$ cat config.mk
export PLATFORM = sky130hd
export DESIGN_NAME = alu_seq_unit
export DESIGN_NICKNAME = d
export VERILOG_FILES = /design/src/rtl/alu_seq_pkg.sv /design/src/rtl/alu_seq_mul.sv /design/src/rtl/alu_seq_unit.sv
export SDC_FILE = /design/constraint.sdc
export NUM_CORES = 1
export LEC_CHECK = 0
export BUFFER_PORTS_ARGS = -buffer_cell sky130_fd_sc_hd__buf_4
export CELL_PAD_IN_SITES_DETAIL_PLACEMENT = 0
export CELL_PAD_IN_SITES_GLOBAL_PLACEMENT = 1
export CORE_UTILIZATION = 45
export DETAILED_ROUTE_END_ITERATION = 16
export PLACE_DENSITY_LB_ADDON = 0.1
export SLEW_MARGIN = 20
export SYNTH_ARGS = -nofsm -noshare
export SYNTH_HDL_FRONTEND = slang
export SYNTH_HIERARCHICAL = 1
export SYNTH_SLANG_ARGS = --single-unit
$ cat constraint.sdc
create_clock -name clk -period 2.5 [get_ports clk]
set_input_delay 0.5 -clock clk [delete_from_list [all_inputs] [get_ports clk]]
set_output_delay 0.5 -clock clk [all_outputs]
set_load 0.03 [all_outputs]
$ cat src/rtl/alu_seq_pkg.sv
// Shared opcodes, flag bit positions and FSM state encoding for the sequenced ALU.
package alu_seq_pkg;

    localparam int unsigned OP_ADD = 0;
    localparam int unsigned OP_SUB = 1;
    localparam int unsigned OP_AND = 2;
    localparam int unsigned OP_OR  = 3;
    localparam int unsigned OP_XOR = 4;
    localparam int unsigned OP_NOT = 5;
    localparam int unsigned OP_MOV = 6;
    localparam int unsigned OP_INC = 7;
    localparam int unsigned OP_DEC = 8;
    localparam int unsigned OP_MUL = 9;

    localparam int unsigned FLAG_N = 3;
    localparam int unsigned FLAG_Z = 2;
    localparam int unsigned FLAG_C = 1;
    localparam int unsigned FLAG_V = 0;

    typedef enum logic [1:0] {
        IDLE = 2'd0,
        EXEC = 2'd1,
        DONE = 2'd2
    } state_t;

endpackage

$ cat src/rtl/alu_seq_mul.sv
// Shift-add multiplier: one multiplier bit per cycle, single-cycle done pulse when the
// 2*WIDTH product is final. The first bit is consumed at the start edge.
module alu_seq_mul #(
    parameter int unsigned WIDTH = 8
) (
    input  logic                 clk,
    input  logic                 rst,
    input  logic                 start,
    input  logic [WIDTH-1:0]     a,
    input  logic [WIDTH-1:0]     b,
    output logic                 done,
    output logic [2*WIDTH-1:0]   product
);
    import alu_seq_pkg::*;

    localparam int unsigned PW    = 2 * WIDTH;
    localparam int unsigned CNT_W = $clog2(WIDTH + 1);

    logic [PW-1:0]    mcand;
    logic [WIDTH-1:0] mplier;
    logic [CNT_W-1:0] cnt;
    logic             busy;

    always_ff @(posedge clk or posedge rst) begin
        if (rst) begin
            mcand   <= '0;
            mplier  <= '0;
            cnt     <= '0;
            busy    <= 1'b0;
            done    <= 1'b0;
            product <= '0;
        end else if (start) begin
            mcand   <= PW'(a) << 1;
            product <= b[0] ? PW'(a) : '0;
            mplier  <= b >> 1;
            cnt     <= CNT_W'(WIDTH - 1);
            busy    <= 1'b1;
            done    <= 1'b0;
        end else if (busy) begin
            product <= product + (mplier[0] ? mcand : '0);
            mcand   <= mcand << 1;
            mplier  <= mplier >> 1;
            cnt     <= cnt - CNT_W'(1);
            if (cnt == CNT_W'(1)) begin
                busy <= 1'b0;
                done <= 1'b1;
            end
        end else begin
            done <= 1'b0;
        end
    end

endmodule

$ cat src/rtl/alu_seq_unit.sv
// Registered ALU with valid/ready input and held output handshake.
// Define ALU_SEQ_MUL_EN to enable the multi-cycle multiply on opcode 9.
module alu_seq_unit #(
    parameter int unsigned WIDTH = 8,
    parameter int unsigned OP_W  = 4
) (
    input  logic             clk,
    input  logic             rst,
    input  logic             in_valid,
    output logic             in_ready,
    input  logic [OP_W-1:0]  op,
    input  logic [WIDTH-1:0] a,
    input  logic [WIDTH-1:0] b,
    output logic             out_valid,
    input  logic             out_ready,
    output logic [WIDTH-1:0] result,
    output logic [3:0]       flags
);
    import alu_seq_pkg::*;

    localparam int unsigned MSB = WIDTH - 1;

    state_t         state;
    logic           accept_c;
    logic [WIDTH-1:0] rhs_c;
    logic [WIDTH-1:0] res_c;
    logic [WIDTH:0]   ext_c;
    logic           add_c;
    logic           sub_c;
    logic           legal_c;
    logic           carry_c;
    logic           ovf_c;
    logic [3:0]     flags_c;

    assign accept_c = in_valid && in_ready;

    // Single-cycle datapath; ADD/SUB/INC/DEC share one (WIDTH+1)-bit adder.
    always_comb begin
        rhs_c   = b;
        res_c   = '0;
        ext_c   = '0;
        add_c   = 1'b0;
        sub_c   = 1'b0;
        legal_c = 1'b1;
        carry_c = 1'b0;
        ovf_c   = 1'b0;
        flags_c = '0;
        case (op)
            OP_W'(OP_ADD): add_c = 1'b1;
            OP_W'(OP_SUB): sub_c = 1'b1;
            OP_W'(OP_INC): begin add_c = 1'b1; rhs_c = WIDTH'(1); end
            OP_W'(OP_DEC): begin sub_c = 1'b1; rhs_c = WIDTH'(1); end
            OP_W'(OP_AND): res_c = a & b;
            OP_W'(OP_OR):  res_c = a | b;
            OP_W'(OP_XOR): res_c = a ^ b;
            OP_W'(OP_NOT): res_c = ~a;
            OP_W'(OP_MOV): res_c = a;
            default:       legal_c = 1'b0;
        endcase
        if (add_c) begin
            ext_c   = {1'b0, a} + {1'b0, rhs_c};
            res_c   = ext_c[WIDTH-1:0];
            carry_c = ext_c[WIDTH];
            ovf_c   = (a[MSB] == rhs_c[MSB]) && (res_c[MSB] != a[MSB]);
        end else if (sub_c) begin
            ext_c   = {1'b0, a} - {1'b0, rhs_c};
            res_c   = ext_c[WIDTH-1:0];
            carry_c = ~ext_c[WIDTH];
            ovf_c   = (a[MSB] != rhs_c[MSB]) && (res_c[MSB] != a[MSB]);
        end
        if (legal_c) begin
            flags_c[FLAG_N] = res_c[MSB];
            flags_c[FLAG_Z] = (res_c == '0);
            flags_c[FLAG_C] = carry_c;
            flags_c[FLAG_V] = ovf_c;
        end else begin
            res_c = '0;
        end
    end

`ifdef ALU_SEQ_MUL_EN
    logic               mul_start;
    logic               mul_done;
    logic [2*WIDTH-1:0] mul_product;

    assign mul_start = accept_c && (op == OP_W'(OP_MUL));

    alu_seq_mul #(.WIDTH(WIDTH)) u_mul (
        .clk     (clk),
        .rst     (rst),
        .start   (mul_start),
        .a       (a),
        .b       (b),
        .done    (mul_done),
        .product (mul_product)
    );
`endif

    always_ff @(posedge clk or posedge rst) begin
        if (rst) begin
            state     <= IDLE;
            in_ready  <= 1'b1;
            out_valid <= 1'b0;
            result    <= '0;
            flags     <= '0;
        end else begin
            case (state)
                IDLE: begin
                    if (accept_c) begin
                        in_ready <= 1'b0;
                        result   <= res_c;
                        flags    <= flags_c;
`ifdef ALU_SEQ_MUL_EN
                        if (op == OP_W'(OP_MUL)) begin
                            state <= EXEC;
                        end else begin
                            state     <= DONE;
                            out_valid <= 1'b1;
                        end
`else
                        state     <= DONE;
                        out_valid <= 1'b1;
`endif
                    end
                end
`ifdef ALU_SEQ_MUL_EN
                EXEC: begin
                    if (mul_done) begin
                        state          <= DONE;
                        out_valid      <= 1'b1;
                        result         <= mul_product[WIDTH-1:0];
                        flags[FLAG_N]  <= mul_product[MSB];
                        flags[FLAG_Z]  <= (mul_product[WIDTH-1:0] == '0);
                        flags[FLAG_C]  <= |mul_product[2*WIDTH-1:WIDTH];
                        flags[FLAG_V]  <= 1'b0;
                    end
                end
`endif
                DONE: begin
                    if (out_ready) begin
                        state     <= IDLE;
                        out_valid <= 1'b0;
                        in_ready  <= 1'b1;
                    end
                end
                default: begin
                    state     <= IDLE;
                    out_valid <= 1'b0;
                    in_ready  <= 1'b1;
                end
            endcase
        end
    end

endmodule

==> summary.md, run 1 <==
| Metric | Value |
|---|---|
| 1st-pass router iterations | `4` |
| Die H | `70.4 um` |
| Antenna diode count | `0` |
| Setup crit start kind | `primary input` |
| Min cycle time layout | `2760 ps` |
| Total power | `1.09 mW` |
| Count of hold-fix buffers inserted at cts | `0` |
| Mapped Area | `2110 um2` |
| Initial Util | `47.7%` |
| Crit path capture type | `flip-flop` |
| Clk_lat worst skew | `240 ps` |
| First-pass GRT wire length | `9430 um` |
| Reg-to-Reg Start | `out_valid` |
| Clock buffer depth | `2` |
| Period Utilization, post-route | `110%` |
| Failing checks | `negative setup slack` |
| Seq pwr share | `22.7%` |
| Via density | `5.58` |
| Share of post-route cells with drive strength above 1 | `39.9%` |
| Setup TNS | `-1160 ps` |
| Max Cap Viol | `0` |
| Least-Margin Pin Slew | `542 ps` |
| RSZ-0062 raised after global routing | `true` |
| Slew Viols, Final | `0` |
| CTS root buf | `clkbuf_8` |
| Power per cell area | `362 nW/um2` |
| Worst Path Arrival | `2910 ps` |
| H-tree lvl count | `1` |
| Die width | `70.4 um` |
| Synthesized Nets | `325` |
| Cell-internal power | `0.662 mW` |
| Slowest stage cell, crit path | `a221o_1` |
| GP Congestion | `0.874` |
| FF+latch count, synth | `13` |
| Final ANT Viol Nets | `0` |
| P_sw | `0.433 mW` |
| Synthesized instance count | `264` |
| Area grow syn2layout | `43.7%` |
| Static Leak | `1.48 nW` |
| CTS tree | `yes` |
| Vias | `2191` |
| Most frequent cells in the layout | `78 x buf_4, 32 x inv_1, 27 x ha_1` |
| Core area | `4410 um2` |
| Area occupied by multi-input gates | `1800 um2` |
| Kind of critical path | `in2reg` |
| Comb pwr share | `60.4%` |
| Max Clock Freq | `362 MHz` |
| Post-synth EDFFs | `0` |
| TritonCTS Buffers | `3` |
| CP Cell Sequence | `buf_8, nor2b_4, a32oi_4, buf_6, nand2_2, ha_4, nor3b_4, nor3_2, o31a_1, a221o_1, a21oi_2, nand3_1, o31ai_1` |
| WL final | `5980 um` |
| # clock sinks | `13` |
| IO buf count | `37` |
| Critical path startpoint | `op[2]` |
| Die area | `4960 um2` |
| Worst Path Max Fanout | `5` |
| Skew final | `1.43 ps` |
| GRT Total Usage | `23.6%` |
| Clock slew at reported path FFs | `50 ps` |
| Clock share of power | `16.9%` |
| Req. time, crit path | `2650 ps` |
| Worst Hold Class | `in2async` |
| Register area | `327 um2` |
| Setup violators final | `7` |
| Most common cell after layout, fill and taps aside | `buf_4` |
| Initial antenna violation count | `0` |
| Register area share after synthesis | `15.5%` |
| Number of global-route vias before repair | `2012` |
| Netlist cell types | `59` |
| Final hold vios | `0` |
| Switching Share | `39.6%` |
| Worst setup path end | `flags[2]` |
| Syn avg cell area | `7.98 um2` |
| Maximum VDD drop | `0.171 mV` |
| CP max stage delay | `340 ps` |
| DR WL/cell | `15.2 um` |
| Yosys Warn Count | `6` |
| Slew margin rel. | `63.7%` |
| FF-to-FF setup slack | `980 ps` |
| Worst reg2reg endpoint | `flags[2]` |
| Largest net degree at the start of global routing | `25` |
| Most used DFF post-synth | `dfrtp_1` |
| Residual DRC | `0` |
| Grt ovf | `0` |
| Ports | `38` |
| Reg2Reg Depth | `6` |
| Fill count | `381` |
| HPWL Detailed | `4690 um` |
| Row count | `24` |
| Status | `complete, but fails checks` |
| Final setup margin | `-261 ps` |
| Synth async-reset ratio | `100%` |
| 1st-iter DRT viols | `110` |
| Nets | `403` |
## worst min path at each step
stage,from,end,slack (ps),cells after the start
final,rst,result[6],290,2
after global routing,rst,out_valid,320,2
after CTS,rst,result[7],300,2
after detailed placement,result[3],result[3],480,2
after global placement,result[1],result[1],470,2
after floorplan,rst,flags[0],380,1
## power by group through the flow
| stage | Sequential [mW] | Combinational (mW) | Clock (mW) |
|---|---|---|---|
| 2_1_floorplan | 0.301 | 0.315 | 0 |
| 3_3_place_gp | 0.252 | 0.580 | 0 |
| 3_5_place_dp | 0.253 | 0.586 | 0 |
| 4_1_cts | 0.249 | 0.628 | 0.189 |
| 5_1_grt | 0.252 | 0.712 | 0.201 |
| 6_report | 0.249 | 0.661 | 0.185 |
## sequential cells by signal, summed over array words and instances (netlist names)
| signal | cells |
|---|---|
| in_ready | 1 |
| result | 8 |
| flags | 3 |
| out_valid | 1 |
## layout make-up
type | instances | area share [%]
timing repair buffer | 85 | 22.1
inverter | 34 | 4.21
multi-input combinational | 205 | 59.3
tap | 52 | 2.15
sequential | 13 | 10.8
clock buffer | 4 | 1.49
## repair_timing
| item | in CTS | in global routing |
|---|---|---|
| endpoints found under the hold margin | 0 | 0 |
| endpoints found under the setup margin | 9 | 9 |
| buffers inserted | 4 | 3 |
| resized for setup | 25 | 17 |
| pin swaps | 23 | 20 |
## critical path, delay by kind of cell
kind	cells	cell delay [ps]
compound gates	5	1270
simple gates	5	610
buf+inv	2	260
fa+ha+maj	1	260
## routing by layer
| layer | GRT usage, % | part of all wire (%) | vias to the layer above |
|---|---|---|---|
| li1 | - | - | 1099 |
| met1 | 30.8 | 45 | 1038 |
| met2 | 41.9 | 50 | 50 |
| met3 | 3.03 | 3.7 | 4 |
| met4 | 3.78 | 0.90 | 0 |
| met5 | 0 | 0 | - |
## kinds of logic (layout without fill, tap and decap cells)
family | after synthesis | count (layout) | synth area share (%)
AO/OA/AOI/OAI | 84 | 84 | 28.3
multiplexers | 6 | 6 | 2.91
buffers and inverters | 46 | 123 | 10.6
AND/OR/NAND/NOR | 71 | 71 | 16.7
XOR/XNOR | 7 | 7 | 3.27
flip-flops | 13 | 13 | 15.5
adder cells (fa/ha/maj) | 37 | 37 | 22.7
## stage by stage
stage,setup slack (ps),hold slack [ps],cell area (um2),util [%],std cells
after global routing,-366,325,3030,68.6,393
after global placement,-588,470,2770,62.6,383
final,-261,293,3030,68.6,393
after detailed placement,-651,476,2770,62.6,383
after floorplan,-588,376,2210,-,264
after CTS,-234,303,2950,66.8,391
## Yosys cell counts, drive strengths merged (4+ instances only)
cell   count  area share [%]
nor2b      9             3.0
buf       10             4.2
xnor2      4             1.7
inv       34             6.1
nor2      16             3.0
o21ai     19             4.7
nand2     26             4.6
a21o       5             1.8
ha        35              21
nand3      5             1.2
nor3       4            0.95
mux2i      5             2.4
dfrtp     12              14
a21oi     19             4.7
Note: power is estimated with default switching activity, not from simulation.
==> run 2, diff against run 1 <==
--- a/config.mk
+++ b/config.mk
@@ -8,7 +8,7 @@
 export BUFFER_PORTS_ARGS = -buffer_cell sky130_fd_sc_hd__buf_4
 export CELL_PAD_IN_SITES_DETAIL_PLACEMENT = 0
 export CELL_PAD_IN_SITES_GLOBAL_PLACEMENT = 1
-export CORE_UTILIZATION = 45
+export CORE_UTILIZATION = 38
 export DETAILED_ROUTE_END_ITERATION = 16
 export PLACE_DENSITY_LB_ADDON = 0.1
 export SLEW_MARGIN = 20
==> constraint.sdc (replaced) <==
create_clock -name clk -period 2.24 [get_ports clk]
set_input_delay 0.448 -clock clk [delete_from_list [all_inputs] [get_ports clk]]
set_output_delay 0.448 -clock clk [all_outputs]
set_load 0.03 [all_outputs]
==> run 2 against run 1 <==
The flow still finishes with violations (negative setup slack). Clock skew grew 2.8 ps. Power is 22% higher. Worst setup slack worse by 190 ps. Die area up 18%. Worst hold slack got worse by 53 ps. Global-route usage shrank 0.22 points. Count of clock-buffer cells in the layout stayed put. Sequential share of layout area is 1.1 points lower. Register-to-register slack lost 290 ps. Critical path depth is 1 higher. Sequential cell count unchanged.
==> summary.md, run 2 (synthesis results as in run 1) <==
| Metric | Value |
|---|---|
| Max Cap Viol | `0 (unchanged)` |
| Slowest stage cell, crit path | `a311oi_4 (was a221o_1)` |
| TritonCTS Buffers | `3 (unchanged)` |
| Period Utilization, post-route | `120%` |
| Hold WS | `240 ps (was 293 ps)` |
| Clk_lat worst skew | `240 ps (about the same)` |
| Comb pwr share | `63.4% (was 60.4%)` |
| Crit path capture type | `flip-flop (unchanged)` |
| Slew margin rel. | `65.4% (was 63.7%)` |
| Area grow syn2layout | `60.6% (was 43.7%)` |
| GP Congestion | `0.824 (was 0.874)` |
| Least-Margin Pin Slew | `519 ps (was 542 ps)` |
| Failing checks | `negative setup slack (unchanged)` |
| Setup TNS | `-2990 ps (was -1160 ps)` |
| Status | `complete, but fails checks (unchanged)` |
| CP Cell Sequence | `buf_8, nor2b_4, a32oi_4, buf_12, nand2_8, ha_4, nor2b_1, o21a_1, a311oi_4, buf_4, a21oi_4, o22a_1, o211a_1, o31ai_1 (was buf_8, nor2b_4, a32oi_4, buf_6, nand2_2, ha_4, nor3b_4, nor3_2, o31a_1, a221o_1, a21oi_2, nand3_1, o31ai_1)` |
| Most common cell after layout, fill and taps aside | `buf_4 (unchanged)` |
| Fill count | `462 (was 381)` |
| H-tree lvl count | `1 (unchanged)` |
| Layout Utilization | `64.6% (was 68.6%)` |
| Min cycle time layout | `2690 ps` |
| Setup violators final | `10 (was 7)` |
| Worst Hold Class | `in2async (unchanged)` |
| WL final | `6630 um (was 5980 um)` |
| Maximum VDD drop | `0.282 mV (was 0.171 mV)` |
| Residual DRC | `0 (unchanged)` |
| IO buf count | `37 (unchanged)` |
| Setup crit start kind | `primary input (unchanged)` |
| Number of global-route vias before repair | `2299 (was 2012)` |
| Die width | `76.5 um (was 70.4 um)` |
| Final setup margin | `-449 ps (was -261 ps)` |
| Kind of critical path | `in2reg (unchanged)` |
| Nets | `427 (was 403)` |
| Via density | `5.28 (was 5.58)` |
| Seq pwr share | `20.9% (was 22.7%)` |
| Clock share of power | `15.7% (was 16.9%)` |
| Static Leak | `1.63 nW (was 1.48 nW)` |
| Final hold vios | `0 (unchanged)` |
| Cell-internal power | `0.804 mW (was 0.662 mW)` |
| First-pass GRT wire length | `11000 um (was 9430 um)` |
| Grt ovf | `0 (unchanged)` |
| Die H | `76.5 um (was 70.4 um)` |
| CTS root buf | `clkbuf_8 (unchanged)` |
| Core area | `5240 um2 (was 4410 um2)` |
| Worst Path Max Fanout | `4 (was 5)` |
| # clock sinks | `13 (unchanged)` |
| CTS tree | `yes (unchanged)` |
| Initial antenna violation count | `0 (unchanged)` |
| Ports | `38 (unchanged)` |
| Share of post-route cells with drive strength above 1 | `47.9% (was 39.9%)` |
| Antenna diode count | `0 (unchanged)` |
| Slew Viols, Final | `0 (unchanged)` |
| 1st-iter DRT viols | `60 (was 110)` |
| Power per cell area | `393 nW/um2 (was 362 nW/um2)` |
| CP max stage delay | `310 ps (was 340 ps)` |
| Largest Register | `result (unchanged)` |
| Skew final | `4.22 ps (was 1.43 ps)` |
| Initial Util | `40.2% (was 47.7%)` |
| HPWL Detailed | `4980 um (was 4690 um)` |
| Final ANT Viol Nets | `0 (unchanged)` |
| Clock buffer depth | `2 (unchanged)` |
| DR WL/cell | `15.3 um (was 15.2 um)` |
| Worst Path Arrival | `2840 ps (was 2910 ps)` |
| Max FFs per register | `8 (unchanged)` |
| Die area | `5850 um2 (was 4960 um2)` |
| Clock slew at reported path FFs | `60 ps (was 50 ps)` |
| Largest net degree at the start of global routing | `27 (was 25)` |
| Switching Share | `39.6% (about the same)` |
| Req. time, crit path | `2390 ps (was 2650 ps)` |
| GRT Total Usage | `23.4% (was 23.6%)` |
| P_sw | `0.527 mW (was 0.433 mW)` |
| Largest regs | `result: 8 flops, flags: 3 flops (unchanged)` |
| Most frequent cells in the layout | `99 x buf_4, 32 x inv_1, 25 x ha_1 (was 78 x buf_4, 32 x inv_1, 27 x ha_1)` |
| 1st-pass router iterations | `4 (unchanged)` |
| Max Clock Freq | `372 MHz` |
| Row count | `26 (was 24)` |
| Vias | `2295 (was 2191)` |
| RSZ-0062 raised after global routing | `true (unchanged)` |
run 2: cell type report:
| cell class | instances | area, um2 | share of cell area [%] |
|---|---|---|---|
| multi-input combinational | 205 | 1920 | 56.7 |
| sequential | 13 | 327 | 9.65 |
| clock buffer | 4 | 45.0 | 1.33 |
| timing repair buffer | 109 | 877 | 25.9 |
| tap | 70 | 87.6 | 2.59 |
| inverter | 34 | 128 | 3.77 |
run 2: metrics by stage:
stage	cells	setup WS, ps	power, mW	instance area, um2
floorplan	264	-796	0.688	2210
global route	435	-560	1.42	3380
finish	435	-449	1.33	3380
detailed placement	420	-905	0.974	2940
CTS	430	-511	1.26	3180
global placement	420	-902	0.969	2940
run 2: final timing paths:
| kind | from | endpoint | slack (ps) | cells after the start |
|---|---|---|---|---|
| min in group clk | out_ready | out_valid | 390 | 2 |
| worst min register to register | result[4] | result[4] | 480 | 2 |
| worst max-delay path | op[2] | flags[2] | -450 | 14 |
| worst max register to register | out_valid | flags[2] | 690 | 6 |
| max in group asynchronous | rst | in_ready | 1640 | 2 |
| worst min-delay path | rst | out_valid | 240 | 2 |
run 2: power groups by stage:
| stage | clock network (mW) | registers (mW) | logic [mW] |
|---|---|---|---|
| after floorplan | 0 | 0.335 | 0.352 |
| after global placement | 0 | 0.281 | 0.687 |
| after detailed placement | 0 | 0.283 | 0.691 |
| after CTS | 0.214 | 0.278 | 0.768 |
| after global routing | 0.226 | 0.282 | 0.911 |
| final | 0.209 | 0.278 | 0.844 |
run 2: what timing repair did:
action | in CTS | in global routing
hold buffers | 0 | 0
setup endpoints to repair | 11 | 11
gates resized for setup | 35 | 37
pin swaps | 31 | 19
setup buffers | 8 | 5
run 2: critical path: cells and delay by family:
kind	cells	cell delay, ps
AO/OA/AOI/OAI	7	1420
adder cells (fa/ha/maj)	1	220
buffers and inverters	3	450
AND/OR/NAND/NOR	3	310
run 2: routing by layer:
layer	GRT usage (%)	share of wire, %	vias up
met4	5.96	1.2	0
li1	-	-	1136
met5	0	0	-
met3	2.51	4.7	10
met2	40.4	50	64
met1	31.0	44	1085
==> run 3, diff against run 2 <==
--- a/config.mk
+++ b/config.mk
@@ -8,11 +8,10 @@
 export BUFFER_PORTS_ARGS = -buffer_cell sky130_fd_sc_hd__buf_4
 export CELL_PAD_IN_SITES_DETAIL_PLACEMENT = 0
 export CELL_PAD_IN_SITES_GLOBAL_PLACEMENT = 1
-export CORE_UTILIZATION = 38
+export CORE_UTILIZATION = 30
 export DETAILED_ROUTE_END_ITERATION = 16
 export PLACE_DENSITY_LB_ADDON = 0.1
 export SLEW_MARGIN = 20
 export SYNTH_ARGS = -nofsm -noshare
 export SYNTH_HDL_FRONTEND = slang
-export SYNTH_HIERARCHICAL = 1
 export SYNTH_SLANG_ARGS = --single-unit
==> run 3 against run 2 <==
The run still ends with negative setup slack left. Synthesized cell count stayed put. Critical path depth fell by 1. Final area down 4.4%. Sequential cell count unchanged. Clock skew decreased by 3.8 ps. Cell count is 4.8% higher. Sequential power barely moved. Synthesized area did not move. Wire length down 3.2%. Power fell by 5.9%.
==> summary.md, run 3 <==
| Metric | Value |
|---|---|
| Reg2Reg Depth | `5 (was 6)` |
| RSZ-0062 raised after global routing | `true (unchanged)` |
| WL final | `6420 um (was 6630 um)` |
| Reg-to-Reg Start | `out_valid (unchanged)` |
| Most frequent cells after synthesis | `35 x ha_1, 34 x inv_1, 26 x nand2_1 (unchanged)` |
| Mapped Area | `2110 um2 (unchanged)` |
| Yosys Warn Count | `0 (was 6)` |
| Global routing's busiest layer | `met2 (unchanged)` |
| Skew final | `0.463 ps (was 4.22 ps)` |
| Antenna diode count | `0 (unchanged)` |
| Netlist cell types | `59 (unchanged)` |
| Final hold vios | `0 (unchanged)` |
| Top-area cell type share of the netlist area | `20.8% (unchanged)` |
| Ports | `38 (unchanged)` |
| Total power | `1.25 mW (was 1.33 mW)` |
| # clock sinks | `13 (unchanged)` |
| CTS tree | `yes (unchanged)` |
| Final ANT Viol Nets | `0 (unchanged)` |
| IO buf count | `37 (unchanged)` |
| Crit path capture type | `flip-flop (unchanged)` |
| Period Utilization, post-route | `121% (was 120%)` |
| Met1 Resource Use GR | `25.5% (was 31.0%)` |
| Yosys top cell by area | `ha_1 (unchanged)` |
| Final setup margin | `-470 ps (was -449 ps)` |
| Status | `complete, but fails checks (unchanged)` |
| Most frequent cells in the layout | `100 x buf_4, 32 x inv_1, 29 x ha_1 (was 99 x buf_4, 32 x inv_1, 25 x ha_1)` |
| Most used DFF post-synth | `dfrtp_1 (unchanged)` |
| Clock buffer depth | `2 (unchanged)` |
| Die area | `7360 um2 (was 5850 um2)` |
| Setup TNS | `-2890 ps (was -2990 ps)` |
| Fill count | `685 (was 462)` |
| Static Leak | `1.58 nW (was 1.63 nW)` |
| Min cycle time layout | `2710 ps (was 2690 ps)` |
| Setup violators final | `10 (unchanged)` |
| Layout Utilization | `47.6% (was 64.6%)` |
| CP max stage delay | `340 ps (was 310 ps)` |
| Number of global-route vias before repair | `2229 (was 2299)` |
| Slew Viols, Final | `0 (unchanged)` |
| Critical path startpoint | `op[2] (unchanged)` |
| Die width | `85.8 um (was 76.5 um)` |
| GRT Total Usage | `18.4% (was 23.4%)` |
| CP most frequent cell | `buf_4` |
| Worst Path Arrival | `2860 ps (was 2840 ps)` |
| Synth async-reset ratio | `100% (unchanged)` |
| Largest regs | `result: 8 flops, flags: 3 flops (unchanged)` |
| Die H | `85.8 um (was 76.5 um)` |
| Clock slew at reported path FFs | `50 ps (was 60 ps)` |
| CTS root buf | `clkbuf_8 (unchanged)` |
| Most frequent cell after synthesis | `ha_1 (unchanged)` |
| Initial Util | `31.0% (was 40.2%)` |
| Worst Path Max Fanout | `6 (was 4)` |
| DR WL/cell | `14.1 um (was 15.3 um)` |
| Least-Margin Pin Slew | `510 ps (was 519 ps)` |
| HPWL Detailed | `5290 um (was 4980 um)` |
| Hold WS | `242 ps (was 240 ps)` |
| Max Cap Viol | `0 (unchanged)` |
| FF+latch count, synth | `13 (unchanged)` |
| Synthesized instance count | `264 (unchanged)` |
| Slew margin rel. | `66.0% (was 65.4%)` |
| Clk_lat worst skew | `240 ps (about the same)` |
| 1st-iter DRT viols | `55 (was 60)` |
| Area grow syn2layout | `53.6% (was 60.6%)` |
| First-pass GRT wire length | `10800 um (was 11000 um)` |
| Count of hold-fix buffers inserted at cts | `0 (unchanged)` |
| Failing checks | `negative setup slack (unchanged)` |
| Nets | `422 (was 427)` |
| H-tree lvl count | `1 (unchanged)` |
| Post-synth EDFFs | `0 (unchanged)` |
| GR Util met2 | `32.4% (was 40.4%)` |
| Vias | `2187 (was 2295)` |
| Req. time, crit path | `2390 ps (about the same)` |
| Power per cell area | `387 nW/um2 (was 393 nW/um2)` |
| Register area share after synthesis | `15.5% (unchanged)` |
| Worst Hold Class | `in2async (unchanged)` |
| Residual DRC | `0 (unchanged)` |
| Kind of critical path | `in2reg (unchanged)` |
| Ranking of synthesized cells by area | `ha_1 21%, dfrtp_1 14%, inv_1 6.1% (unchanged)` |
| Slowest stage cell, crit path | `a221o_1 (was a311oi_4)` |
| 1st-pass router iterations | `4 (unchanged)` |
| Worst reg2reg endpoint | `result[0] (was flags[2])` |
| Core area | `6790 um2 (was 5240 um2)` |
| Grt ovf | `0 (unchanged)` |
| Setup crit start kind | `primary input (unchanged)` |
| Met3 Usage GRT | `1.83% (was 2.51%)` |
| Initial antenna violation count | `0 (unchanged)` |
| Share of post-route cells with drive strength above 1 | `43.6% (was 47.9%)` |
| Largest Register | `result (unchanged)` |
| Most common cell after layout, fill and taps aside | `buf_4 (unchanged)` |
| TritonCTS Buffers | `3 (unchanged)` |
| Via density | `4.80 (was 5.28)` |
| Row count | `30 (was 26)` |
| Largest net degree at the start of global routing | `30 (was 27)` |
| Max Clock Freq | `369 MHz (was 372 MHz)` |
| Maximum VDD drop | `0.206 mV (was 0.282 mV)` |
| Max FFs per register | `8 (unchanged)` |
| CP Cell Sequence | `buf_8, nor2b_4, a32oi_4, buf_4, buf_4, nand2_1, ha_1, buf_4, o31a_1, a221o_1, a21oi_2, nand3_1, o31ai_1 (was buf_8, nor2b_4, a32oi_4, buf_12, nand2_8, ha_4, nor2b_1, o21a_1, a311oi_4, buf_4, a21oi_4, o22a_1, o211a_1, o31ai_1)` |
| Synthesized Nets | `325 (unchanged)` |
| Syn avg cell area | `7.98 um2 (unchanged)` |
| GP Congestion | `0.793 (was 0.824)` |
| FF-to-FF setup slack | `790 ps (was 690 ps)` |
-- run 3: repair_timing --
| action | CTS | global route |
|---|---|---|
| gates resized for setup | 24 | 23 |
| endpoints found under the setup margin | 11 | 11 |
| pin swaps | 26 | 22 |
| buffers inserted | 10 | 2 |
| cloned | 0 | 0 |
| hold endpoints to repair | 0 | 0 |
-- run 3: cell families (layout without fill, tap and decap cells) --
group / Yosys count / count (layout) / share of synthesized area (%)
adders and majority gates: 37 / 37 / 22.7
AOI/OAI and AO/OA: 84 / 84 / 28.3
DFF: 13 / 13 / 15.5
muxes: 6 / 6 / 2.91
and+or+nand+nor: 71 / 71 / 16.7
xor gates and xnor gates: 7 / 7 / 3.27
buffers and inverters: 46 / 142 / 10.6
-- run 3: critical path, delay by kind of cell --
kind	cells	cell delay, ps
AO/OA/AOI/OAI	5	1240
adder cells (fa/ha/maj)	1	310
buffers and inverters	4	570
AND/OR/NAND/NOR	3	300
-- run 3: final cells by class --
type	instances	area (um2)	area share, %
Tap cell	96	120	3.71
Sequential cell	13	327	10.1
Clock buffer	4	45.0	1.39
Timing Repair Buffer	104	803	24.8
Multi-Input combinational cell	205	1810	56.0
Inverter	34	128	3.94
-- run 3: how the worst max path moves through the flow --
stage,endpoint,slack (ps),cells after the start
2_1_floorplan,flags[2],-800,14
3_3_place_gp,flags[2],-930,13
3_5_place_dp,flags[2],-960,13
4_1_cts,flags[2],-510,15
5_1_grt,flags[2],-590,13
6_report,flags[2],-470,13
-- run 3: power breakdown --
| group | switching, mW | internal, mW |
|---|---|---|
| clock network | 0.0795 | 0.125 |
| logic | 0.396 | 0.374 |
| registers | 0.0151 | 0.262 |
-- run 3: through the flow --
step,area (um2),worst slack [ps],std cells
3_3_place_gp,2940,-931,443
5_1_grt,3240,-587,456
2_1_floorplan,2210,-796,264
3_5_place_dp,2940,-959,443
6_report,3240,-470,456
4_1_cts,3130,-515,454
-- run 3: layer usage --
metal	up-vias	part of all wire [%]	wire, um
met2	47	48	3100
met1	1011	48	3100
met4	0	0	0
met3	0	3.5	224
li1	1129	-	-
met5	-	0	0
